===== src/rtl/rail_rush_pkg.sv =====
// Shared constants for the Rail Rush control path: CV command bytes and button indices.
package rail_rush_pkg;

  localparam logic [7:0] CMD_LEFT    = 8'h4C;
  localparam logic [7:0] CMD_RIGHT   = 8'h52;
  localparam logic [7:0] CMD_JUMP    = 8'h4A;
  localparam logic [7:0] CMD_SLIDE   = 8'h53;
  localparam logic [7:0] CMD_NOSLIDE = 8'h4E;

  typedef enum logic [1:0] {
    BTN_LEFT  = 2'd0,
    BTN_RIGHT = 2'd1,
    BTN_JUMP  = 2'd2,
    BTN_SLIDE = 2'd3
  } btn_idx_e;

  localparam int NUM_BTN = 4;

endpackage


===== src/rtl/button_debouncer.sv =====
// One push-button: 2-FF synchroniser, stability counter, debounced level and a
// registered one-cycle rise flag that is set on the same edge the level rises.
module button_debouncer #(
  parameter int DEBOUNCE_CYCLES = 500000,
  parameter int DB_W            = 20
) (
  input  logic clock,
  input  logic reset,
  input  logic raw,
  output logic stable,
  output logic rise
);

  localparam logic [DB_W-1:0] LAST_COUNT = DB_W'(DEBOUNCE_CYCLES - 1);

  logic            sync_p0;
  logic            sync_p1;
  logic [DB_W-1:0] count;

  always_ff @(posedge clock) begin
    if (reset) begin
      sync_p0 <= 1'b0;
      sync_p1 <= 1'b0;
      count   <= '0;
      stable  <= 1'b0;
      rise    <= 1'b0;
    end else begin
      // stage p0/p1: metastability chain; the counter watches sync_p1 only
      sync_p0 <= raw;
      sync_p1 <= sync_p0;
      rise    <= 1'b0;
      if (sync_p1 == stable) begin
        count <= '0;
      end else if (count == LAST_COUNT) begin
        stable <= sync_p1;
        count  <= '0;
        rise   <= sync_p1;
      end else begin
        count <= count + DB_W'(1);
      end
    end
  end

endmodule


===== src/rtl/input_conditioner.sv =====
// Rail Rush front end: merges debounced buttons and CV command bytes into
// registered move/jump pulses, a slide hold level and a command error pulse.
module input_conditioner
  import rail_rush_pkg::*;
#(
  parameter int DEBOUNCE_CYCLES = 500000,
  parameter int DB_W            = 20,
  parameter int CV_SLIDE_CYCLES = 25000000,
  parameter int SL_W            = 25
) (
  input  logic       clock,
  input  logic       reset,
  input  logic       btn_left,
  input  logic       btn_right,
  input  logic       btn_jump,
  input  logic       btn_slide,
  input  logic       cmd_valid,
  input  logic [7:0] cmd_data,
  output logic       cmd_ready,
  output logic       move_left_pulse,
  output logic       move_right_pulse,
  output logic       jump_pulse,
  output logic       slide_hold,
  output logic       cmd_error
);

  localparam logic [SL_W-1:0] SLIDE_LOAD = SL_W'(CV_SLIDE_CYCLES);

  logic [NUM_BTN-1:0] btn_raw;
  logic [NUM_BTN-1:0] btn_stable;
  logic [NUM_BTN-1:0] btn_rise;
  logic [2:0]         stable_unused;

  assign btn_raw = {btn_slide, btn_jump, btn_right, btn_left};
  // Only the slide button's debounced level matters here; the others are edge-only.
  assign stable_unused = btn_stable[2:0];

  for (genvar g = 0; g < NUM_BTN; g++) begin : g_btn
    button_debouncer #(
      .DEBOUNCE_CYCLES(DEBOUNCE_CYCLES),
      .DB_W           (DB_W)
    ) u_db (
      .clock (clock),
      .reset (reset),
      .raw   (btn_raw[g]),
      .stable(btn_stable[g]),
      .rise  (btn_rise[g])
    );
  end

  logic            cmd_busy;
  logic            accept;
  logic            hit_left, hit_right, hit_jump, hit_slide, hit_noslide, hit_err;
  logic [SL_W-1:0] slide_timer;

  // A one-cycle bubble after every accept limits the link to one byte per two cycles.
  assign cmd_ready = ~reset & ~cmd_busy;
  assign accept    = cmd_valid & cmd_ready;

  always_comb begin
    hit_left    = 1'b0;
    hit_right   = 1'b0;
    hit_jump    = 1'b0;
    hit_slide   = 1'b0;
    hit_noslide = 1'b0;
    hit_err     = 1'b0;
    if (accept) begin
      case (cmd_data)
        CMD_LEFT:    hit_left    = 1'b1;
        CMD_RIGHT:   hit_right   = 1'b1;
        CMD_JUMP:    hit_jump    = 1'b1;
        CMD_SLIDE:   hit_slide   = 1'b1;
        CMD_NOSLIDE: hit_noslide = 1'b1;
        default:     hit_err     = 1'b1;
      endcase
    end
  end

  always_ff @(posedge clock) begin
    if (reset) begin
      cmd_busy         <= 1'b0;
      slide_timer      <= '0;
      move_left_pulse  <= 1'b0;
      move_right_pulse <= 1'b0;
      jump_pulse       <= 1'b0;
      slide_hold       <= 1'b0;
      cmd_error        <= 1'b0;
    end else begin
      // stage p1: output registers; OR-merge makes coincident sources one pulse
      cmd_busy         <= accept;
      move_left_pulse  <= btn_rise[BTN_LEFT]  | hit_left;
      move_right_pulse <= btn_rise[BTN_RIGHT] | hit_right;
      jump_pulse       <= btn_rise[BTN_JUMP]  | hit_jump;
      cmd_error        <= hit_err;
      slide_hold       <= btn_stable[BTN_SLIDE] | (slide_timer != '0) | hit_slide;
      if (hit_slide) begin
        slide_timer <= SLIDE_LOAD;
      end else if (hit_noslide) begin
        slide_timer <= '0;
      end else if (slide_timer != '0) begin
        slide_timer <= slide_timer - SL_W'(1);
      end
    end
  end

endmodule


===== config.mk =====
export PLATFORM = sky130hd
export DESIGN_NAME = input_conditioner
export DESIGN_NICKNAME = d
export VERILOG_FILES = /design/src/rtl/rail_rush_pkg.sv /design/src/rtl/button_debouncer.sv /design/src/rtl/input_conditioner.sv
export SDC_FILE = /design/constraint.sdc
export NUM_CORES = 1
export LEC_CHECK = 0
export BUFFER_PORTS_ARGS = -buffer_cell sky130_fd_sc_hd__buf_4
export CAP_MARGIN = 10
export CORE_MARGIN = 1
export CORE_UTILIZATION = 57
export DETAILED_ROUTE_END_ITERATION = 12
export PLACE_DENSITY = 0.74
export SLEW_MARGIN = 20
export SYNTH_ARGS = -nofsm -noshare
export SYNTH_HDL_FRONTEND = slang
export SYNTH_HIERARCHICAL = 1
export SYNTH_SLANG_ARGS = --single-unit

===== constraint.sdc =====
create_clock -name clock -period 2.6 [get_ports clock]
set_clock_uncertainty 0.05 [all_clocks]
set_input_delay 0.39 -clock clock [delete_from_list [all_inputs] [get_ports clock]]
set_output_delay 0.39 -clock clock [all_outputs]
set_load 0.05 [all_outputs]

# Word-level counts from Yosys, hierarchy flattened
# Index checks and enable logic that the tools add are counted.
[totals]
regBits = 126
in_bits = 15
out_inout_bits = 6
word_cells = 92
[classes]
n_addsub = 5
n_eq_ne = 13
n_mux = 14
bitwise = 17
n_reduce_logical = 16
[op_table]
columns = ["op", "n"]
rows = [
  ["$add 20x1->20 const B", 4],
  ["$eq 20x19->1 const B", 4],
  ["$mux 25", 3],
  ["$eq 8x7->1 const B", 5],
  ["$reduce_bool 25->1", 1],
  ["$sub 25x1->25 const B", 1],
  ["$reduce_or 3->1", 8],
  ["$mux 1", 11],
  ["$not 1->1", 10],
  ["$reduce_and 2->1", 4],
  ["$or 1x1->1", 5],
  ["$reduce_or 5->1", 1],
  ["$eq 1x1->1", 4],
  ["$reduce_bool 3->1", 1],
  ["$and 1x1->1", 2],
  ["$reduce_or 2->1", 1],
]

# Depth between registers and ports, before layout
[logic_depth]
depth_word = 6
ltp_mapped = 7
mapped_depth_nobuf = 7

# Modules after synthesis
# The synthesis kept the hierarchy.
[by_module_without_submodules]
columns = ["mod", "n_inst", "cells_per_inst", "area_each_um2", "seq_area_each_um2"]
rows = [
  ["button_debouncer", 4, 120, 1086.0, 480.5],
  ["input_conditioner", 1, 176, 1501.4, 620.6],
]

# Least setup slack after synthesis
# No wires, ideal clock.
[synth_timing]
path_kind = "reg2reg"
startpoint = "reg slide_timer[17]"
endpoint = "reg slide_timer[23]"
setup_ns = 0.071
t_arrival_ns = 2.200
t_required_ns = 2.479
path_slack_ns = 0.280
path_stages_with_launch = 7
n_path_buf = 1
period_less_slack_ns = 2.320
cell_sequence = "dfxtp_1 > or4_4 > or3_1 > clkbuf_2 > or4_1 > or4_1 > a21oi_1"
[synth_between]
elab_chain_len = 1
elab_cells_between_ends = 2
cone_classes = "add/sub: 1; reduce/logical: 1"
[synth_rtl]
columns = ["element", "line", "rtl"]
rows = [
  ["from (decl)", "input_conditioner.sv:54", "logic [SL_W-1:0] slide_timer;"],
  ["from (signal assigned)", "input_conditioner.sv:101", "slide_timer <= slide_timer - SL_W'(1);"],
  ["$sub 25x1->25 or $reduce_bool 25->1 (tied branches)", "input_conditioner.sv:101, input_conditioner.sv:100", ""],
]
# Several ways; a longest one is shown, not always the timed one.
# A chain may end at the register's enable or synchronous reset.

# Final worst setup path
# Same ends and word-level chain as after synthesis.

==> impl_metrics.json <==
{
  "status": "complete, no violations",
  "hold_buffers": 0,
  "diodes": 0,
  "area_growth_syn_to_layout_pct": 15.34,
  "cp_common_cell": "or4_1",
  "worstPathArrival_ps": 2820,
  "drt-pass1-iter-count": 4,
  "setup_violations": 0,
  "switching_share_pct": 29.43,
  "ir_drop_mv": 0.6735,
  "htree_levels": 4,
  "crit_type": "flip-flop to flip-flop",
  "required_ps": 3000,
  "fp.dieArea_mm2": 0.01060,
  "p_switching_w": 0.001813,
  "power_w": 0.006161,
  "maxSlewHeadroom_pct": 54.72,
  "critPathSlowestCell": "or4_4",
  "post_cts_buffers": 0,
  "first_global_vias": 4377,
  "pin_count": 21,
  "p_seq_share_pct": 37.3,
  "hp-class": "primary input to flip-flop",
  "slew_viol_final": 0,
  "rows": 36,
  "multi_input_area_mm2": 0.003107,
  "synth_area_mm2": 0.005808,
  "drc": 0,
  "grt_pass1_wl_um": 19570,
  "fmax_mhz": 412.3,
  "path_buf_inv": 0,
  "crit_path_max_fanout": 6,
  "setup_tns_ps": 0,
  "powerDensity_mw_per_mm2": 919.7,
  "endpoint_kind": "flip-flop",
  "critical_path.top_delay_family": "simple AND/OR/NAND/NOR gates",
  "path_clk_slew_ps": 60,
  "start_util_pct": 59.15,
  "nNetsFinal": 711,
  "routed_wl_um": 11590,
  "antenna_found_initial": 0,
  "routabilityCongestion": 0.8693,
  "cts_resized": 0,
  "p_clk_share_pct": 37.4,
  "dpl.hpwl_um": 7736,
  "worstSkewPairLatency_ps": 520,
  "ant_nets": 0,
  "pwr-share-comb_pct": 25.3,
  "cts_buffers": 17,
  "cts.sinks": 126,
  "worst_pin_slew_ps": 673.0,
  "finalCriticalPeriod_ps": 2425,
  "crit_chain": "or4_4 > or3_1 > or4_1 > or4_1 > a21oi_1",
  "vias_per_cell": 5.708,
  "syn_nets": 674,
  "fin_crit_sh_pct": 93.28,
  "cts-root-buf": "clkbuf_8",
  "port_buffers": 20,
  "yosys_warnings": 6,
  "grt_max_degree": 30,
  "rsz0062_at_grt": "no",
  "die_w_um": 102.9,
  "p_int_w": 0.004348,
  "final-seq-area_mm2": 0.002522,
  "drtIter0Drc": 204,
  "wl_per_cell_um": 13.88,
  "dr_total_vias": 4766,
  "groute.usage.overall_pct": 23.65,
  "drive_above_1_share_pct": 12.54,
  "cpPeakStageDelay_ps": 550,
  "cts_tree": "yes",
  "num-fill-cells": 789,
  "cellLeakagePower_nw": 2.164,
  "synth.avg_cell_area_um2": 8.894,
  "grt_overflow": 0,
  "hold_viol": 0,
  "syn-instance-count": 653,
  "die_h_um": 102.9,
  "clk_path_buf_depth": 2,
  "core_mm2": 0.009819,
  "max_cap_violations": 0,
  "startpoint_type": "flip-flop"
}
==> power groups by stage <==
stage	registers, W	logic [W]	clock network, W
after detailed placement	0.00232	0.00150	0
after floorplan	0.00230	0.00113	0
after global placement	0.00231	0.00148	0
after CTS	0.00229	0.00154	0.00234
after global routing	0.00232	0.00171	0.00244
final	0.00230	0.00156	0.00230
==> per-layer routing <==
layer,wire length [um],track usage [%]
met1,5361,28.14
met3,392,6.034
met2,5605,39.64
met5,0,0
met4,227,11.81
==> through the flow <==
step / cell area [um^2] / hold WS (ps) / setup slack (ps) / utilization (%) / cells
finish: 6699 / 34.20 / 174.7 / 68.22 / 835
global route: 6699 / 36.75 / 62.57 / 68.22 / 835
CTS: 6699 / 15.02 / 190.6 / 68.22 / 835
detailed placement: 6118 / 384.2 / 241.5 / 62.31 / 804
global placement: 6118 / 367.4 / 256.4 / 62.31 / 804
floorplan: 5808 / 363.0 / 279.5 / - / 653
==> layout by cell type (no fill, tap or decap), types with 6 or more instances in the layout <==
master	instances
a21oi_1	23
buf_4	30
clkbuf_16	16
dfxtp_1	126
ha_1	6
inv_1	26
nand2_1	22
nand3_1	37
nand4_1	20
nor2_1	114
nor2b_1	8
nor3_1	25
nor4_1	22
nor4b_1	8
o21ai_0	19
or2_2	7
or3_1	10
or4_1	16
or4_4	9
xnor2_1	61
xor2_1	21
==> sequential cells by signal, indices dropped and copies added (netlist names) <==
| signal | flops |
|---|---|
| g_btn.u_db/stable | 4 |
| move_right_pulse | 1 |
| jump_pulse | 1 |
| slide_hold | 1 |
| slide_timer | 25 |
| g_btn.u_db/sync_p1 | 4 |
| cmd_busy | 1 |
| move_left_pulse | 1 |
| g_btn.u_db/sync_p0 | 4 |
| g_btn.u_db/count | 80 |
| cmd_error | 1 |
| g_btn.u_db/rise | 3 |
==> worst reg2reg max path: stages, from the launching register on <==
cell and delay [ps]:
dfxtp_1 340, or4_4 550, or3_1 410, or4_1 450
or4_1 410, a21oi_1 140
==> path summary, 6_finish.rpt <==
path | start | endpoint | slack [ps] | cells past startpoint
worst min register to register | g_btn[1].u_db/sync_p0 | g_btn[1].u_db/sync_p1 | 390 | 1
worst max-delay path | slide_timer[17] | slide_timer[23] | 170 | 5
worst min-delay path | btn_left | g_btn[0].u_db/sync_p0 | 30 | 2
worst max register to register | slide_timer[17] | slide_timer[23] | 170 | 5
==> final cells by class <==
class	count	share of cell area [%]
clock buffer	24	7.023
clock inverter	7	1.644
inverter	26	1.457
multi-input combinational	489	46.38
sequential	126	37.65
tap	133	2.484
timing repair buffer	30	3.362
Note: power is estimated with default switching activity, not from simulation.
